===== src/rtl/viterbi_pkg.sv =====
// viterbi_pkg: shared state encoding, code constants and symbol type for the frame sequencer
package viterbi_pkg;
  localparam int K = 3;
  localparam int TAIL_LEN = 2;
  typedef logic [1:0] sym_pair_t;
  typedef enum logic [2:0] {IDLE, ACC, TB_START, TB, TB_FLUSH, DRAIN} state_t;
endpackage


===== src/rtl/viterbi_frame_ctrl_if.sv =====
// viterbi_frame_ctrl_if: symbol input stream and decoded-bit output stream
interface viterbi_frame_ctrl_if;
  logic in_valid;
  logic in_ready;
  viterbi_pkg::sym_pair_t rx_pair;
  logic out_valid;
  logic out_ready;
  logic out_bit;
  logic frame_done;
  modport master(output in_valid, rx_pair, out_ready, input in_ready, out_valid, out_bit, frame_done);
  modport slave(input in_valid, rx_pair, out_ready, output in_ready, out_valid, out_bit, frame_done);
endinterface


===== src/rtl/viterbi_out_buf.sv =====
// viterbi_out_buf: captures traceback bits by address and drains them in ascending order
module viterbi_out_buf #(
  parameter int FRAME_LEN = 256,
  parameter int AW = $clog2(FRAME_LEN),
  parameter int N_OUT = FRAME_LEN
) (
  input  logic          clk,
  input  logic          rst,
  input  logic          rd_en,
  input  logic [AW-1:0] rd_addr,
  input  logic          tb_bit,
  input  logic          drain,
  input  logic          out_ready,
  output logic          out_valid,
  output logic          out_bit,
  output logic          frame_done,
  output logic          done
);
  logic [FRAME_LEN-1:0] mem_q, mem_d;
  logic [AW-1:0] cap_idx_q, cap_idx_d, idx_q, idx_d;
  logic cap_q, cap_d, out_valid_q, out_valid_d, out_bit_q, out_bit_d, frame_done_q, frame_done_d;
  logic xfer;
  assign xfer = out_valid_q & out_ready;
  assign done = xfer && idx_q == AW'(N_OUT - 1);
  assign out_valid = out_valid_q;
  assign out_bit = out_bit_q;
  assign frame_done = frame_done_q;
  // write the returning bit, then pick the next bit to present (mem_d forwards a same-cycle write)
  always_comb begin
    mem_d = mem_q;
    if (cap_q) mem_d[cap_idx_q] = tb_bit;
    cap_d = rd_en;
    cap_idx_d = rd_addr;
    idx_d = xfer ? (done ? '0 : idx_q + 1'b1) : idx_q;
    out_valid_d = drain & ~done;
    out_bit_d = out_valid_d ? mem_d[idx_d] : 1'b0;
    frame_done_d = done;
  end
  // buffer, drain pointer and output registers
  always_ff @(posedge clk) begin
    if (rst) begin
      mem_q <= '0;
      cap_q <= 1'b0;
      cap_idx_q <= '0;
      idx_q <= '0;
      out_valid_q <= 1'b0;
      out_bit_q <= 1'b0;
      frame_done_q <= 1'b0;
    end else begin
      mem_q <= mem_d;
      cap_q <= cap_d;
      cap_idx_q <= cap_idx_d;
      idx_q <= idx_d;
      out_valid_q <= out_valid_d;
      out_bit_q <= out_bit_d;
      frame_done_q <= frame_done_d;
    end
  end
endmodule


===== src/rtl/viterbi_frame_ctrl.sv =====
// viterbi_frame_ctrl: Viterbi frame sequencer (accumulate, traceback, drain); VITERBI_TAIL_FLUSH_EN enables zero-tail frames
module viterbi_frame_ctrl
  import viterbi_pkg::*;
#(
  parameter int FRAME_LEN = 256,
  parameter int AW = $clog2(FRAME_LEN)
) (
  input  logic                 clk,
  input  logic                 rst,
  viterbi_frame_ctrl_if.slave  bus,
  output sym_pair_t            bmc_rx_pair,
  output logic                 acs_en,
  output logic                 acs_init,
  output logic                 surv_wr_en,
  output logic [AW-1:0]        surv_wr_addr,
  output logic                 tb_start,
  output logic                 tb_en,
  output logic [AW-1:0]        tb_addr,
`ifdef VITERBI_TAIL_FLUSH_EN
  output logic                 tb_force_zero,
`endif
  input  logic                 tb_bit
);
`ifdef VITERBI_TAIL_FLUSH_EN
  localparam int N_OUT = FRAME_LEN - TAIL_LEN;
  logic tb_force_zero_q;
  assign tb_force_zero = tb_force_zero_q;
`else
  localparam int N_OUT = FRAME_LEN;
`endif
  localparam logic [AW-1:0] LAST = AW'(FRAME_LEN - 1);
  state_t state_q, state_d;
  logic [AW-1:0] sym_cnt_q, sym_cnt_d, tb_cnt_q, tb_cnt_d, surv_wr_addr_q, surv_wr_addr_d, tb_addr_q, tb_addr_d;
  sym_pair_t bmc_q, bmc_d;
  logic in_ready_q, in_ready_d, acs_en_q, acs_en_d, acs_init_q, acs_init_d;
  logic tb_start_q, tb_start_d, tb_en_q, tb_en_d;
  logic xfer_in, drain_done;
  assign xfer_in = bus.in_valid & in_ready_q;
  assign bus.in_ready = in_ready_q;
  assign bmc_rx_pair = bmc_q;
  assign acs_en = acs_en_q;
  assign surv_wr_en = acs_en_q;
  assign acs_init = acs_init_q;
  assign surv_wr_addr = surv_wr_addr_q;
  assign tb_start = tb_start_q;
  assign tb_en = tb_en_q;
  assign tb_addr = tb_addr_q;
  // state register
  always_ff @(posedge clk) begin
    if (rst) state_q <= IDLE;
    else state_q <= state_d;
  end
  // next-state logic
  always_comb begin
    state_d = state_q;
    case (state_q)
      IDLE, ACC: if (xfer_in) state_d = (sym_cnt_q == LAST) ? TB_START : ACC;
      TB_START:  state_d = TB;
      TB:        if (tb_cnt_q == LAST) state_d = TB_FLUSH;
      TB_FLUSH:  state_d = DRAIN;
      DRAIN:     if (drain_done) state_d = IDLE;
      default:   state_d = IDLE;
    endcase
  end
  // counters and registered outputs; traceback outputs trail the state by one cycle so tb_start follows the last ACS update
  always_comb begin
    sym_cnt_d = xfer_in ? sym_cnt_q + 1'b1 : sym_cnt_q;
    tb_cnt_d = (state_q == TB) ? tb_cnt_q + 1'b1 : tb_cnt_q;
    in_ready_d = state_d == IDLE || state_d == ACC;
    acs_en_d = xfer_in;
    acs_init_d = xfer_in && sym_cnt_q == '0;
    surv_wr_addr_d = xfer_in ? sym_cnt_q : surv_wr_addr_q;
    bmc_d = xfer_in ? bus.rx_pair : bmc_q;
    tb_start_d = state_q == TB_START;
    tb_en_d = state_q == TB;
    tb_addr_d = tb_en_d ? ~tb_cnt_q : tb_addr_q;
  end
  // counter and output registers
  always_ff @(posedge clk) begin
    if (rst) begin
      sym_cnt_q <= '0;
      tb_cnt_q <= '0;
      in_ready_q <= 1'b1;
      acs_en_q <= 1'b0;
      acs_init_q <= 1'b0;
      surv_wr_addr_q <= '0;
      bmc_q <= '0;
      tb_start_q <= 1'b0;
      tb_en_q <= 1'b0;
      tb_addr_q <= '0;
    end else begin
      sym_cnt_q <= sym_cnt_d;
      tb_cnt_q <= tb_cnt_d;
      in_ready_q <= in_ready_d;
      acs_en_q <= acs_en_d;
      acs_init_q <= acs_init_d;
      surv_wr_addr_q <= surv_wr_addr_d;
      bmc_q <= bmc_d;
      tb_start_q <= tb_start_d;
      tb_en_q <= tb_en_d;
      tb_addr_q <= tb_addr_d;
    end
  end
`ifdef VITERBI_TAIL_FLUSH_EN
  // tail-flushed frames always trace back from state 00
  always_ff @(posedge clk) begin
    if (rst) tb_force_zero_q <= 1'b0;
    else tb_force_zero_q <= tb_start_d;
  end
`endif
  viterbi_out_buf #(.FRAME_LEN(FRAME_LEN), .AW(AW), .N_OUT(N_OUT)) u_out_buf (
    .clk(clk),
    .rst(rst),
    .rd_en(tb_en_q),
    .rd_addr(tb_addr_q),
    .tb_bit(tb_bit),
    .drain(state_q == DRAIN),
    .out_ready(bus.out_ready),
    .out_valid(bus.out_valid),
    .out_bit(bus.out_bit),
    .frame_done(bus.frame_done),
    .done(drain_done)
  );
endmodule


===== src/flat_wrapper.sv =====
// flat-port wrapper written by rule: the top's interface ports become plain ports
module viterbi_frame_ctrl_flat import viterbi_pkg::*;
#(
  parameter int FRAME_LEN = 256,
  parameter int AW = $clog2(FRAME_LEN)
)
  (clk, rst, bmc_rx_pair, acs_en, acs_init, surv_wr_en, surv_wr_addr, tb_start, tb_en, tb_addr, tb_bit, bus_in_valid, bus_rx_pair, bus_out_ready, bus_in_ready, bus_out_valid, bus_out_bit, bus_frame_done);
  viterbi_frame_ctrl_if bus_i ();
  input  logic clk;
  input  logic rst;
  output sym_pair_t bmc_rx_pair;
  output logic acs_en;
  output logic acs_init;
  output logic surv_wr_en;
  output logic [AW-1:0] surv_wr_addr;
  output logic tb_start;
  output logic tb_en;
  output logic [AW-1:0] tb_addr;
  input  logic tb_bit;
  input wire logic [$bits(bus_i.in_valid)-1:0] bus_in_valid;
  input wire logic [$bits(bus_i.rx_pair)-1:0] bus_rx_pair;
  input wire logic [$bits(bus_i.out_ready)-1:0] bus_out_ready;
  output wire logic [$bits(bus_i.in_ready)-1:0] bus_in_ready;
  output wire logic [$bits(bus_i.out_valid)-1:0] bus_out_valid;
  output wire logic [$bits(bus_i.out_bit)-1:0] bus_out_bit;
  output wire logic [$bits(bus_i.frame_done)-1:0] bus_frame_done;
  assign bus_i.in_valid = bus_in_valid;
  assign bus_i.rx_pair = bus_rx_pair;
  assign bus_i.out_ready = bus_out_ready;
  assign bus_in_ready = bus_i.in_ready;
  assign bus_out_valid = bus_i.out_valid;
  assign bus_out_bit = bus_i.out_bit;
  assign bus_frame_done = bus_i.frame_done;
  viterbi_frame_ctrl #(.FRAME_LEN(FRAME_LEN), .AW(AW)) u_core (.clk(clk), .rst(rst), .bus(bus_i), .bmc_rx_pair(bmc_rx_pair), .acs_en(acs_en), .acs_init(acs_init), .surv_wr_en(surv_wr_en), .surv_wr_addr(surv_wr_addr), .tb_start(tb_start), .tb_en(tb_en), .tb_addr(tb_addr), .tb_bit(tb_bit));
endmodule

===== config.mk =====
export PLATFORM = sky130hd
export DESIGN_NAME = viterbi_frame_ctrl_flat
export DESIGN_NICKNAME = d
export VERILOG_FILES = /design/src/rtl/viterbi_pkg.sv /design/src/rtl/viterbi_frame_ctrl_if.sv /design/src/rtl/viterbi_out_buf.sv /design/src/rtl/viterbi_frame_ctrl.sv /design/src/flat_wrapper.sv
export SDC_FILE = /design/constraint.sdc
export NUM_CORES = 1
export LEC_CHECK = 0
export CORE_MARGIN = 1.5
export CORE_UTILIZATION = 40
export DETAILED_ROUTE_END_ITERATION = 8
export GPL_TIMING_DRIVEN = 0
export PLACE_DENSITY = 0.62
export RECOVER_POWER = 50
export SKIP_CTS_REPAIR_TIMING = 1
export SLEW_MARGIN = 20
export SYNTH_ARGS = -nofsm -noshare
export SYNTH_HDL_FRONTEND = slang
export SYNTH_SLANG_ARGS = --single-unit

===== constraint.sdc =====
create_clock -name clk -period 2.95 [get_ports clk]
set_input_delay 0.295 -clock clk [delete_from_list [all_inputs] [get_ports clk]]
set_output_delay 0.295 -clock clk [all_outputs]
set_load 0.01 [all_outputs]

==> metrics.md, run 1 <==
| Metric | Value |
|---|---|
| Slowest library cell on the worst path | `a2111oi_0` |
| Distinct cell type count after synthesis | `93` |
| Final clock skew | `12.9 ps` |
| Post-Place Cell Area | `0.0168 sq mm` |
| Global-route wire length before repair | `96.5 mm` |
| Largest family of logic cells by synthesized area | `simple AND/OR/NAND/NOR gates` |
| CTS Buf Count | `37` |
| Pre-CTS setup slack | `-1650 ps` |
| Final std cells w/o fill | `2516` |
| CP Data Arrival Time | `3540 ps` |
| Synthesized cell area | `0.0159 sq mm` |
| Core area | `0.0389 sq mm` |
| Fin nets | `1983` |
| Initial antenna violation count | `0` |
| Wire per inst | `27.4 microns` |
| FF-to-FF path depth | `11` |
| Simple-Gate Fraction of Synth Area | `0.232` |
| Mapped Cells | `1839` |
| Area growth syn-to-layout | `24.6%` |
| FF-to-FF Start | `u_core.u_out_buf.cap_idx_q[2]` |
| Fraction of layout cells with a size suffix above 1 | `0.203` |
| Syn_area_per_cell | `8.63 sq um` |
| Initial core utilization | `0.408` |
| Post-synth EDFFs | `0` |
| CTS max path bufs | `3` |
| CTS tree | `built` |
| Mux contribution to synthesized area | `0.154` |
| Final Max Slew Viols | `0` |
| Finished Cell Area | `0.0198 sq mm` |
| WHS Endpoint | `u_core.bmc_rx_pair[1]` |
| Setup crit start | `u_core.u_out_buf.cap_idx_q[2]` |
| Compound-cell area share of the yosys netlist | `0.144` |
| Clk pin slew, worst setup/hold paths | `60 ps` |
| Final GP Congestion | `1.02` |
| Setup TNS | `-180 ps` |
| Congestion Overflow GR | `0` |
| Top cells by instance count after synthesis | `dfxtp_1 (317), nor2_1 (313), mux2i_1 (221), nand2_1 (137)` |
| Max-cap violations | `0` |
| Post-Syn Nets | `1850` |
| Pwr/cell area | `477 mW/mm^2` |
| Final worst path period need | `3130 ps` |
| Outcome | `complete, but fails checks` |
| I/O pin cnt | `34` |
| Drt pass-1 iters | `6` |
| Cell with the most instances after synthesis | `dfxtp_1` |
| Post-synthesis xor/xnor area fraction | `0.00939` |
| Total GRT Usage | `0.322` |
| Hold slack | `299 ps` |
| Filler cells | `3629` |
| Worst-Margin Slew | `984 ps` |
| Initial DRC count | `2032` |
| Post-synthesis adder-cell area fraction | `0.00316` |
| Die X | `202 microns` |
| CP Capture Type | `flop` |
| Total number of yosys warnings | `0` |
| Worst-case vdd ir drop | `0.404 mV` |
| Final setup margin | `-180 ps` |
| Worst skew pair latency | `550 ps` |
| Largest net degree at the start of global routing | `13` |
| Placed Cells | `2389` |
| Slew headroom | `0.344` |
| Asr flop ratio synth | `0` |
| Clock root buffer | `clkbuf_16` |
| Worst hold path type | `in2reg` |
| Hold path cells | `3` |
| Register bit total from synthesis | `317` |
| Hold Fails Final Rpt | `0` |
| Drt drc | `0` |
| Max FO, Critical Path | `10` |
| Post-synth top area share | `0.400` |
| Synth Flop Type | `dfxtp_1` |
| Worst reg2reg endpoint | `u_core.u_out_buf.out_bit` |
| Inserted Diodes | `0` |
| Min-Delay Startpoint | `bus_rx_pair[1]` |
| Vias per inst | `6.37` |
| Pleak | `7.87 nW` |
| Via count of the first global-routing pass | `14400` |
| DRT Wirelength | `68.9 mm` |
| F_max | `320 MHz` |
| Die H | `202 microns` |
| Crit path kind | `reg2reg` |
| Port Buf Inserts | `32` |
| Most area-hungry cell type in the Yosys netlist | `dfxtp_1` |
| Floorplan row count | `72` |
| WP data required | `3360 ps` |
| RSZ-0062 raised after global routing | `yes` |
| Sink Count | `317` |
| Failing checks | `negative setup slack` |
| Worst stage delay on the critical path | `430 ps` |
| Largest cells by area after synthesis | `dfxtp_1 (40%), mux2i_1 (14%), nor2_1 (7.4%)` |
| Final HPWL DP | `45.7 mm` |
| Crit-path cells | `clkbuf_4, nand3b_1, buf_4, nor3_1, mux2i_1, o22ai_1, a2111oi_0, a31o_2, o22ai_2, a211oi_2, o32ai_2` |
| Seq/Total Area, Yosys | `0.400` |
| Crit share post-route | `1.06` |
| Remaining antenna violation count | `0` |
| Crit path launch type | `flop` |
| DIE AREA | `0.0409 sq mm` |
| Flop2flop setup slack | `-180 ps` |
| Setup-failing EPs final | `1` |
| H-tree Lvls | `2` |
| Via count | `16000` |
-- flip-flops by register name (all words and copies together) (netlist names) --
name,count
u_core.bus.in_ready,1
u_core.acs_init,1
u_core.u_out_buf.cap_idx_q,8
u_core.tb_en,1
u_core.u_out_buf.cap_q,1
u_core.u_out_buf.idx_q,8
u_core.tb_addr,8
u_core.state_q,3
u_core.tb_start,1
u_core.u_out_buf.out_bit,1
u_core.u_out_buf.mem_q,256
u_core.tb_cnt_q,7
u_core.u_out_buf.frame_done,1
u_core.sym_cnt_q,8
u_core.surv_wr_addr,8
u_core.bmc_rx_pair,2
u_core.u_out_buf.out_valid,1
u_core.acs_en,1
-- critical path, delay by kind of cell, from the launching register on --
family	cells	cell delay, ps
AOI/OAI and AO/OA	6	1240
buffers and inverters	2	450
DFF	1	350
muxes	1	340
and+or+nand+nor	2	620
-- worst max path at each step --
| stage | endpoint | slack [ps] |
|---|---|---|
| after CTS | u_core.u_out_buf.out_bit | -1530 |
| after floorplan | u_core.u_out_buf.out_bit | 230 |
| after global placement | u_core.u_out_buf.out_bit | -1660 |
| final | u_core.u_out_buf.out_bit | -180 |
| after global routing | u_core.u_out_buf.out_bit | -190 |
| after detailed placement | u_core.u_out_buf.out_bit | -1650 |
-- kinds of logic after synthesis --
logic type / Yosys count
AOI/OAI and AO/OA: 305
xor gates and xnor gates: 17
adders and majority gates: 4
buffers and inverters: 194
DFF: 317
muxes: 237
and+or+nand+nor: 765
-- cell type report --
cell class              instances  area (sq um)  share of cell area
multi-input cells            1328          9390               0.475
flip-flops and latches        317          6360               0.322
plain buffers                 184          1220              0.0616
clock buffers                  56          1160              0.0587
repair buffers                 98           872              0.0441
well taps                     518           648              0.0328
clock inverters                 9           103             0.00519
inverters                       6          22.5             0.00114
-- metal layers --
layer,global-route usage,part of all wire
met1,0.418,0.39
met2,0.467,0.42
met3,0.0826,0.12
met4,0.225,0.076
met5,0,0
-- stage by stage --
step                      utilization  power (mW)
final                           0.508        9.43
after global routing            0.508        9.59
after CTS                       0.465        9.39
after detailed placement        0.433        4.67
after global placement          0.432        4.66
after floorplan                     -        4.52
-- where the power goes --
part | total, mW | internal [mW] | switching, mW
Combinational | 0.291 | 0.0527 | 0.239
Clock | 4.84 | 2.89 | 1.95
Sequential | 4.29 | 4.29 | 0.00724
Total | 9.43 | 7.23 | 2.20
-- placed cells by master, fill, tap and decap left out, drive strengths merged, types with 9 or more instances in the layout --
| cell | count |
|---|---|
| dfxtp | 317 |
| nor2 | 316 |
| mux2i | 222 |
| clkbuf | 170 |
| nand2 | 137 |
| buf | 135 |
| nand3 | 96 |
| a21oi | 65 |
| nand4 | 51 |
| o31ai | 41 |
| nor3 | 37 |
| nor2b | 35 |
| dlygate4sd3 | 28 |
| o21ai | 25 |
| a211oi | 22 |
| o211ai | 20 |
| o221ai | 18 |
| nor4 | 16 |
| a221oi | 15 |
| o22ai | 13 |
| and2 | 12 |
| mux2 | 12 |
| xor2 | 11 |
| a311oi | 10 |
| a2111oi | 10 |
| a22oi | 9 |
No activity file was read; power rests on OpenSTA's default activity.
==> run 2, diff against run 1 <==
Settings changed: CORE_MARGIN 1.5 to 2, CTS_CLUSTER_DIAMETER set to 200.
==> run 2 against run 1 <==
Against the previous run:
- the flow still finishes with violations (negative setup slack)
- via count decreased by 1.3%
- cell count decreased by 0.24%
- worst setup slack got worse by 47 ps
- non-clock buffer count decreased by 4
- first-iteration DRC count decreased by 5.1%
==> metrics.md, run 2 (same netlist as run 1, synthesis figures left out) <==
| Metric | Value |
|---|---|
| Outcome | `complete, but fails checks` |
| Failing checks | `negative setup slack` |
| Drt pass-1 iters | `6` |
| Final Core Density | `0.507` |
| Die H | `203 microns` |
| Final clock skew | `15.4 ps` |
| Initial DRC count | `1929` |
| Final setup margin | `-227 ps` |
| DRT Wirelength | `68.8 mm` |
| Max FO, Critical Path | `10` |
| Worst-Margin Slew | `1100 ps` |
| Clk pin slew, worst setup/hold paths | `60 ps` |
| Initial antenna violation count | `4` |
| Hold slack | `307 ps` |
| Finished Cell Area | `0.0197 sq mm` |
| Fin nets | `1978` |
| Remaining antenna violation count | `0` |
| Setup-failing EPs final | `1` |
| Final worst path period need | `3180 ps` |
| Worst-case vdd ir drop | `0.274 mV` |
| Core area | `0.0389 sq mm` |
| Multi-input logic area | `0.00941 sq mm` |
| RSZ-0062 raised after global routing | `yes` |
| CTS tree | `built` |
| Drt drc | `0` |
| Crit path launch type | `input pin` |
| Via count | `15800` |
| Sink Count | `317` |
| Vias per inst | `6.30` |
| CTS max path bufs | `3` |
| Most frequent cells in the layout | `dfxtp_1 (306), nor2_1 (305), mux2i_1 (220)` |
| Max reg flops | `256` |
| Fraction of layout cells with a size suffix above 1 | `0.200` |
| Final std cells w/o fill | `2510` |
| Initial core utilization | `0.408` |
| I/O pin cnt | `34` |
| H-tree Lvls | `2` |
| Via count of the first global-routing pass | `14400` |
| Setup TNS | `-227 ps` |
| Worst skew pair latency | `550 ps` |
| F_max | `315 MHz` |
| Placed Cells | `2389` |
| WP data required | `3380 ps` |
| Final GP Congestion | `1.01` |
| Area growth syn-to-layout | `24.4%` |
| CTS Buf Count | `36` |
| Pleak | `7.83 nW` |
| Final Max Slew Viols | `0` |
| Total GRT Usage | `0.319` |
| Clock root buffer | `clkbuf_16` |
| Post-Place Cell Area | `0.0168 sq mm` |
| Floorplan row count | `72` |
| CP Data Arrival Time | `3600 ps` |
| Die X | `203 microns` |
| Inserted Diodes | `0` |
| Wire per inst | `27.4 microns` |
| Filler cells | `3666` |
| Biggest register | `u_core.u_out_buf.mem_q` |
| Register area | `0.00637 sq mm` |
| Crit share post-route | `1.08` |
| Global-route wire length before repair | `96.1 mm` |
| Worst hold path type | `in2reg` |
| CP Capture Type | `flop` |
| Final HPWL DP | `46.2 mm` |
| Pwr/cell area | `477 mW/mm^2` |
| Crit path kind | `in2reg` |
| Hold Fails Final Rpt | `0` |
| DIE AREA | `0.0413 sq mm` |
| Slew headroom | `0.265` |
| Commonest non-fill, non-tap cell in the layout | `dfxtp_1` |
| Max-cap violations | `0` |
| Congestion Overflow GR | `0` |
| Port Buf Inserts | `32` |
| Largest net degree at the start of global routing | `14` |
run 2: changes by cell type in the layout (fill, tap and decap cells not counted), sizes merged:
cell      before  now
clkbuf       170  153
bufinv         2    5
inv            8    6
clkinv         5    8
clkinvlp       0    2
buf          135  140
run 2: cell type report:
type                       instances  share of cell area
timing repair buffer              95              0.0426
clock inverter                    15              0.0104
inverter                           6             0.00114
sequential                       317               0.323
multi-input combinational       1328               0.477
clock buffer                      48              0.0521
tap                              518              0.0329
buffer                           183              0.0613
run 2: worst max-delay path: stages:
cell	delay, ps
clkbuf_1	390
buf_4	270
clkbuf_2	380
buf_1	670
clkbuf_2	490
mux2i_1	160
a211oi_1	340
a211oi_2	80
nor3_2	200
o211ai_1	130
o32ai_2	160
run 2: power by group:
part / leakage, nW / switching (mW) / total (mW) / internal, mW
combinational: 4.66 / 0.241 / 0.294 / 0.0524
clock: 0.607 / 1.93 / 4.82 / 2.88
sequential: 2.56 / 0.00728 / 4.29 / 4.29
total: 7.83 / 2.18 / 9.40 / 7.22
run 2: metrics by stage:
stage / power, mW / worst slack, ps
finish: 9.40 / -227
global route: 9.59 / -181
CTS: 9.37 / -1510
detailed placement: 4.67 / -1630
global placement: 4.67 / -1620
floorplan: 4.52 / 233
run 2: final timing paths:
path         cells after the start                 startpoint  slack, ps                        to
min                              3             bus_rx_pair[1]        310     u_core.bmc_rx_pair[1]
min reg2reg                      2     u_core.surv_wr_addr[5]        450    u_core.surv_wr_addr[5]
max                             11                     tb_bit       -230  u_core.u_out_buf.out_bit
max reg2reg                     12  u_core.u_out_buf.idx_q[0]       -160  u_core.u_out_buf.out_bit
run 2: routing by layer:
metal | vias up | GRT usage | share of wire
li1 | 6844 | - | -
met5 | - | 0 | 0.00033
met2 | 1061 | 0.465 | 0.41
met4 | 4 | 0.197 | 0.070
met3 | 305 | 0.0882 | 0.12
met1 | 7598 | 0.417 | 0.39
==> run 3, diff against run 2 <==
Settings changed: SLEW_MARGIN 20 to not set.
==> run 3 against run 2 <==
Against the previous run:
- the flow still finishes with violations (negative setup slack)
- combinational power hardly changed
- routed wire length rose by 0.48%
- design area up 0.61%
- total power fell by 0.64%
- clock-buffer cell count rose by 4
- largest power group unchanged
- worst setup slack improved by 12 ps
- cell count grew 0.64%
- highest routed layer is now met4
- clock skew about the same
- non-clock buffer count grew 15
- clock power fell by 1%
- via count increased by 0.51%
==> metrics.md, run 3 (same netlist as run 1, synthesis figures left out) <==
| Metric | Value |
|---|---|
| Outcome | `complete, but fails checks` |
| Failing checks | `negative setup slack` |
| Final clock skew | `15.0 ps` |
| F_max | `316 MHz` |
| Hold Fails Final Rpt | `0` |
| Crit path kind | `reg2reg` |
| Via count of the first global-routing pass | `14400` |
| Worst hold path type | `in2reg` |
| Biggest register | `u_core.u_out_buf.mem_q` |
| Area growth syn-to-layout | `25.1%` |
| Inserted Diodes | `0` |
| Final Core Density | `0.510` |
| Final GP Congestion | `1.01` |
| Max-cap violations | `0` |
| Filler cells | `3662` |
| Drt pass-1 iters | `6` |
| DRT Wirelength | `69.1 mm` |
| Sink Count | `317` |
| Fraction of layout cells with a size suffix above 1 | `0.204` |
| Worst-case vdd ir drop | `0.248 mV` |
| Pleak | `7.78 nW` |
| Final std cells w/o fill | `2526` |
| Global-route wire length before repair | `95.6 mm` |
| I/O pin cnt | `34` |
| Initial antenna violation count | `2` |
| Setup-failing EPs final | `1` |
| H-tree Lvls | `2` |
| Wire per inst | `27.4 microns` |
| Placed Cells | `2389` |
| CTS max path bufs | `3` |
| Core area | `0.0389 sq mm` |
| CTS Buf Count | `36` |
| Initial core utilization | `0.408` |
| RSZ-0062 raised after global routing | `yes` |
| Final Max Slew Viols | `0` |
| Setup TNS | `-215 ps` |
| Slew headroom | `0.225` |
| Final setup margin | `-215 ps` |
| Max reg flops | `256` |
| Largest net degree at the start of global routing | `14` |
| WP data required | `3350 ps` |
| Die H | `203 microns` |
| Clock root buffer | `clkbuf_16` |
| Final worst path period need | `3160 ps` |
| Via count | `15900` |
| Pre-CTS setup slack | `-1590 ps` |
| Worst skew pair latency | `550 ps` |
| Port Buf Inserts | `32` |
| DIE AREA | `0.0413 sq mm` |
| Pwr/cell area | `471 mW/mm^2` |
| Vias per inst | `6.29` |
| Initial DRC count | `2063` |
| CP Capture Type | `flop` |
| CTS tree | `built` |
| Total GRT Usage | `0.317` |
| Fin nets | `1993` |
| Die X | `203 microns` |
| Floorplan row count | `72` |
| Final HPWL DP | `46.1 mm` |
| Crit share post-route | `1.07` |
| Hold slack | `300 ps` |
| CP Data Arrival Time | `3570 ps` |
| Most frequent cells in the layout | `dfxtp_1 (306), nor2_1 (304), mux2i_1 (220)` |
| Max FO, Critical Path | `5` |
| Remaining antenna violation count | `0` |
| Commonest non-fill, non-tap cell in the layout | `dfxtp_1` |
| Drt drc | `0` |
| Clk pin slew, worst setup/hold paths | `60 ps` |
| Congestion Overflow GR | `0` |
| Worst-Margin Slew | `1160 ps` |
| Crit path launch type | `flop` |
## run 3: path summary, 6_finish.rpt
kind                                   end                     startpoint  slack [ps]  depth (start not counted)
setup reg to reg  u_core.u_out_buf.out_bit  u_core.u_out_buf.cap_idx_q[6]        -210                         11
setup / recovery  u_core.u_out_buf.out_bit  u_core.u_out_buf.cap_idx_q[6]        -210                         11
hold / removal       u_core.bmc_rx_pair[1]                 bus_rx_pair[1]         300                          3
hold reg to reg     u_core.surv_wr_addr[5]         u_core.surv_wr_addr[5]         450                          2
## run 3: area by class of cell
type                       count  area [sq um]  share of cell area
multi-input combinational   1328          9370               0.472
sequential                   317          6370               0.321
buffer                       184          1250              0.0628
clock buffer                  52          1010              0.0510
timing repair buffer         109           988              0.0498
tap                          518           648              0.0327
clock inverter                12           190             0.00958
inverter                       6          22.5             0.00113
## run 3: power by group
part           switching [mW]  total (mW)  leakage, nW  internal, mW
logic                   0.241       0.296         4.63        0.0546
clock network            1.93        4.75        0.582          2.82
registers             0.00745        4.29         2.56          4.28
## run 3: critical path, stage by stage, from the launching register on
cell	delay (ps)
dfxtp_4	360
buf_4	160
or4b_4	500
buf_8	170
o31ai_1	340
a221oi_1	190
a311oi_2	350
a22oi_1	180
o2111ai_2	250
o211ai_1	180
o211ai_1	210
o32ai_2	130
## run 3: through the flow
step | power, mW | instance area [sq um]
detailed placement | 4.67 | 16800
floorplan | 4.52 | 15900
global placement | 4.67 | 16800
finish | 9.34 | 19800
global route | 9.51 | 19800
CTS | 9.31 | 18000
## run 3: metal layers
metal | up-vias | track usage | wire, microns | part of all wire
met4 | 0 | 0.214 | 4700 | 0.068
met3 | 306 | 0.0944 | 9060 | 0.13
met2 | 1134 | 0.458 | 29000 | 0.42
li1 | 6874 | - | - | -
met5 | - | 0 | 0 | 0
met1 | 7578 | 0.406 | 26400 | 0.38
